--- config.mk ---
export PLATFORM = sky130hd
export DESIGN_NAME = pipe_stage_chain
export DESIGN_NICKNAME = d
export VERILOG_FILES = /design/src/rtl/pipe_stage_chain.sv
export SDC_FILE = /design/constraint.sdc
export NUM_CORES = 1
export LEC_CHECK = 0
export BUFFER_PORTS_ARGS = -buffer_cell sky130_fd_sc_hd__buf_2
export CELL_PAD_IN_SITES_DETAIL_PLACEMENT = 0
export CELL_PAD_IN_SITES_GLOBAL_PLACEMENT = 1
export CORE_AREA = 2 2 107 109
export CTS_BUF_LIST = sky130_fd_sc_hd__clkbuf_8
export DETAILED_ROUTE_END_ITERATION = 8
export DIE_AREA = 0 0 109 111
export GPL_TIMING_DRIVEN = 0
export PLACE_DENSITY_LB_ADDON = 0.2
export SLEW_MARGIN = 25
export SYNTH_ARGS = -nofsm -noshare
export SYNTH_HDL_FRONTEND = slang
export SYNTH_SLANG_ARGS = --single-unit
--- constraint.sdc ---
create_clock -name clk -period 4.28 [get_ports clk]
set_clock_uncertainty 0.1 [all_clocks]
set_input_delay 0.214 -clock clk [delete_from_list [all_inputs] [get_ports clk]]
set_output_delay 0.214 -clock clk [all_outputs]
set_load 0.005 [all_outputs]
--- src/rtl/pipe_stage_chain.sv ---
// Elastic pipeline-register chain: DEPTH valid/ready stages with bubble collapse and per-stage flush.
// Optional PIPE_CHAIN_STATS_EN adds saturating stall_count and flush_count outputs.
module pipe_stage_chain #(
  parameter int                WIDTH      = 32,
  parameter int                DEPTH      = 4,
  parameter logic [WIDTH-1:0]  RESET_DATA = '0
) (
  input  logic                         clk,
  input  logic                         rst,
  input  logic                         in_valid,
  output logic                         in_ready,
  input  logic [WIDTH-1:0]             in_data,
  output logic                         out_valid,
  input  logic                         out_ready,
  output logic [WIDTH-1:0]             out_data,
  input  logic [DEPTH-1:0]             flush,
  output logic [DEPTH-1:0]             stage_valid,
  output logic [$clog2(DEPTH+1)-1:0]   occupancy
`ifdef PIPE_CHAIN_STATS_EN
  ,
  output logic [31:0]                  stall_count,
  output logic [31:0]                  flush_count
`endif
);

  localparam int OCC_W = $clog2(DEPTH+1);

  function automatic logic [OCC_W-1:0] popcnt(input logic [DEPTH-1:0] x);
    logic [OCC_W-1:0] c;
    c = '0;
    for (int i = 0; i < DEPTH; i++) c = c + OCC_W'(x[i]);
    return c;
  endfunction

  function automatic logic [31:0] sat_add32(input logic [31:0] a, input logic [31:0] b);
    logic [32:0] s;
    s = {1'b0, a} + {1'b0, b};
    return s[32] ? 32'hFFFF_FFFF : s[31:0];
  endfunction

  logic [DEPTH-1:0] vld_p;
  logic [WIDTH-1:0] data_p [DEPTH];
  logic [DEPTH-1:0] ev;
  logic [DEPTH-1:0] adv;

  assign ev = vld_p & ~flush;

  // A stage advances when it is empty (or flushed) or the stage ahead advances.
  always_comb begin
    adv = '0;
    adv[DEPTH-1] = ~ev[DEPTH-1] | out_ready;
    for (int i = DEPTH-2; i >= 0; i--) adv[i] = ~ev[i] | adv[i+1];
  end

  assign in_ready    = adv[0];
  assign out_valid   = ev[DEPTH-1];
  assign out_data    = data_p[DEPTH-1];
  assign stage_valid = vld_p;
  assign occupancy   = popcnt(vld_p);

  // Stage registers: data is loaded only from a live source.
  always_ff @(posedge clk) begin
    if (rst) begin
      vld_p <= '0;
      for (int i = 0; i < DEPTH; i++) data_p[i] <= RESET_DATA;
    end else begin
      if (adv[0]) begin
        vld_p[0] <= in_valid;
        if (in_valid) data_p[0] <= in_data;
      end
      for (int i = 1; i < DEPTH; i++) begin
        if (adv[i]) begin
          vld_p[i] <= ev[i-1];
          if (ev[i-1]) data_p[i] <= data_p[i-1];
        end
      end
    end
  end

`ifdef PIPE_CHAIN_STATS_EN
  // Statistics counters
  always_ff @(posedge clk) begin
    if (rst) begin
      stall_count <= '0;
      flush_count <= '0;
    end else begin
      stall_count <= sat_add32(stall_count, {31'd0, in_valid & ~in_ready});
      flush_count <= sat_add32(flush_count, 32'(popcnt(vld_p & flush)));
    end
  end
`endif

endmodule

---- Yosys cells after proc, flatten, opt, wreduce, memory -nomap -nowiden ----
Memories as Yosys holds them, arrays and structs flattened.
Index checks and enable logic that the tools add are counted.
storage, ports and cells
  bits in registers ....................... 4
  RAM bits ................................ 128
  output and inout bits ................... 41
  logic and storage cells ................. 44
  memories ................................ 1
operators by class
  add/sub/neg operators ................... 3
  multiplexer cells ....................... 22
  bitwise operators ....................... 14
memories
  memory  depth  bits a word  rd ports  clocked after Yosys merged registers in  write ports  RTL line  RTL
  data_p  4      32           4         0                                        4            42        logic [WIDTH-1:0] data_p [DEPTH];
operators with widths
  cell         number
  $mux 32      4
  $mux 1       18
  $or 1x1->1   8
  $and 4x4->4  1
  $not 1->1    4
  $not 4->4    1
  $add 2x1->3  1
  $add 3x1->3  1
  $add 1x1->2  1

---- Depth between registers and ports, before layout ----
  depth after elaboration ................. 11
  gate-level depth with buffers ........... 5

---- Worst setup path before layout ----
OpenSTA, ideal clock, no wires.
  path type ............................... register to register
  start ................................... register vld_p[2], in the netlist stage_valid[2]
  end ..................................... memory data_p[0][0] (enable)
  library setup time ...................... 0.441 ns
  data arrival time ....................... 2.376 ns
  required time ........................... 3.739 ns
  path slack .............................. 1.363 ns
  stages on the path, launching flop included .. 3
  buffers on the path ..................... 0
  period minus slack after synthesis ...... 2.917 ns
  path through ............................ dfxtp_1 > and4bb_4 > a31oi_1
RTL lines
  element                           RTL line  RTL
  start: declaration                41        logic [DEPTH-1:0] vld_p;
  start signal: indexed assignment  73        vld_p[i] <= ev[i-1];
  end: declaration                  42

---- Worst setup path after layout ----
  start ................................... register vld_p[0], in the netlist stage_valid[0]
  end ..................................... output port occupancy[1]
on the way
  cells in the longest elaborated chain, start to end .. 3
ends and longest elaborated chain
  element                           RTL line  RTL
  start signal: assignment          68        vld_p[0] <= in_valid;
  start signal: indexed assignment  73
  $add 1x1->2                       31        for (int i = 0; i < DEPTH; i++) c = c + OCC_W'(x[i]);
  $add 2x1->3                       31
  $add 3x1->3                       31
  end: declaration                  18        output logic [$clog2(DEPTH+1)-1:0] occupancy
No other way between the ends.

==> results.yml <==
status:
  run_status: "completed"
setup_path:
  critPathMaxFanout: 4
  critical_path_class: "register to primary output"
  critPathLaunchType: "register"
  end_kind: "primary output"
  cp.arrival_ps: 1970
  worstPathRequired_ps: 3970
sta:
  tns_ps: 0
  final_hold_viol_count: 0
  relSlewSlack_pct: 55.5
  rsz0062_at_grt: "no"
  clock.fmax_ghz: 0.437
  setup-violations-final: 0
  hold_ws_ps: 55.0
  worst_slack_ps: 1990
  period_needed_ps: 2290
  period_share_pct: 53.5
  slew_viol_final: 0
  worstMarginPinSlew_ps: 668
route:
  routed_wl_mm: 6.46
  drtIter0Drc: 79
  drcViolationCount: 0
  vias: 2633
  routedWlPerCell_um: 10.2
  ant_nets: 0
  drtPass1Iterations: 4
  vias_per_cell: 4.16
clock_tree:
  ctsLongestPathBuffers: 2
  holdBufCountCts: 34
  h-tree-depth: 4
  ctsResizeCount: 0
  cts-buffers-inserted: 17
  cts_sinks: 132
  post_cts_buffers: 0
  clk_pin_slew_worst_paths_ps: 70
  cts_tree: "yes"
  clk_latency_ps: 420
  root_buffer: "clkbuf_8"
logic_synthesis:
  synth_common_cells: "128 x and2_1, 128 x edfxtp_1, 32 x buf_4"
  synth_top_area_share_pct: 72.1
  avgSynthCellArea_um2: 15.6
  synth_ff_type: "edfxtp_1"
  syn_area_um2: 5330
  synth_largest_area_cell: "edfxtp_1"
  ys_top_cells_by_area: "edfxtp_1 72%, and2_1 15%, buf_4 4.5%, dfxtp_1 1.5%, buf_6 0.84%"
  synth.distinct_cells: 27
  synth-edff-count: 128
  synthesis.nets: 385
  yosys_warnings: 0
  synth-seq-cells: 132
  postSynth.asyncResetShare_pct: 0
  synth-seq-area-share_pct: 73.6
  syn-instance-count: 342
global_route:
  grt_pass1_vias: 2466
  grt_usage_pct: 11.7
  antenna_found_initial: 0
  grt_pass1_wl_mm: 10.9
  grt_max_degree: 33
  grt_overflow: 0
die:
  die-width_um: 109
  placeableCoreArea_um2: 11100
  dieArea_um2: 12100
  ios: 81
  die_h_um: 111
  rows: 39
  start_util_pct: 48.1
place:
  dpl_worst_slack_ps: 2120
  place_area_um2: 5990
  place.gp.congestion: 0.719
  hpwl_mm: 4.66
  post-place-cells: 567
  portBuffers: 80
power:
  peakVddDrop_mv: 0.195
  combinationalPowerShare_pct: 4.6
  p_per_area_nw_per_um2: 398
  intPower_mw: 2.19
  power_frac_clock_pct: 40.3
  p_sw_share_pct: 18.8
  leakagePower_nw: 2.86
  seqPwrFrac_pct: 55.1
  switchingPower_mw: 0.507
min_path:
  min_path_type: "primary input to register"
layout:
  stdcell_count: 633
  final_nets: 520
  diodes: 0
  syn_to_final_growth_pct: 26.9
  drive_gt1_share_pct: 34.3
  final_design_area_no_fill_um2: 6770
  fillers: 841
job:
  drv_cap: 0
worst max-delay path, cell delays in order (launching register included):
cell	delay (ps)
dfxtp_1	370
inv_1	70
fa_1	530
inv_1	40
ha_1	170
ha_1	260
buf_2	120
state kept, by name (all words and copies together), names as in the netlist:
signal	flops
data_p	128
stage_valid	4
layout by cell type (no fill, tap or decap), types with 2 or more instances in the layout:
master / count
and2_1: 128
edfxtp_1: 128
buf_2: 87
dlygate4sd3_1: 34
buf_4: 32
clkbuf_8: 18
inv_1: 6
nor2_1: 5
buf_6: 4
nand2b_1: 4
bufinv_16: 4
dfxtp_1: 4
a21oi_1: 3
clkbuf_2: 3
clkinv_4: 3
clkinvlp_4: 3
nor2b_1: 2
nand2_1: 2
ha_1: 2
clkinv_2: 2
buf_16: 2
layer usage:
metal,vias up,GRT usage (%),part of all wire [%]
met5,-,0,0
met4,0,5.98,1.6
met3,9,3.70,5.1
met2,68,17.1,44
met1,1145,15.9,50
li1,1411,-,-
cell type report:
type | count | area [um^2] | area share (%)
sequential | 132 | 3920 | 58.0
timing repair buffer | 116 | 796 | 11.8
clock inverter | 14 | 186 | 2.75
tap | 143 | 179 | 2.64
clock buffer | 18 | 248 | 3.66
buffer | 46 | 335 | 4.95
multi-input combinational | 159 | 1080 | 16.0
inverter | 5 | 18.8 | 0.277
per-stage QoR:
step	util (%)	power [mW]
floorplan	-	1.57
global placement	53.4	1.61
detailed placement	54.1	1.62
CTS	61.1	2.72
global route	61.1	2.79
finish	61.1	2.70
logic make-up after synthesis:
kind of cell | count (synthesis) | synth area share, %
fa+ha+maj | 3 | 0.845
flops | 132 | 73.6
compound gates | 10 | 1.67
simple gates | 146 | 17.3
buf+inv | 51 | 6.64
path summary, 6_finish.rpt:
kind	from	to	slack, ps	cells past startpoint
max	stage_valid[0]	occupancy[1]	1990	6
min	flush[1]	stage_valid[2]	50	3
max reg2reg	stage_valid[3]	data_p[0][93]	2400	4
min reg2reg	data_p[0][81]	data_p[0][113]	410	1
power by group through the flow:
stage	Sequential [mW]	Combinational (mW)	Clock [mW]
6_report	1.48	0.124	1.09
5_1_grt	1.49	0.138	1.16
4_1_cts	1.49	0.126	1.11
3_5_place_dp	1.51	0.103	0
3_3_place_gp	1.52	0.0914	0
2_1_floorplan	1.51	0.0570	0
Power figures use the tool's default switching activity.
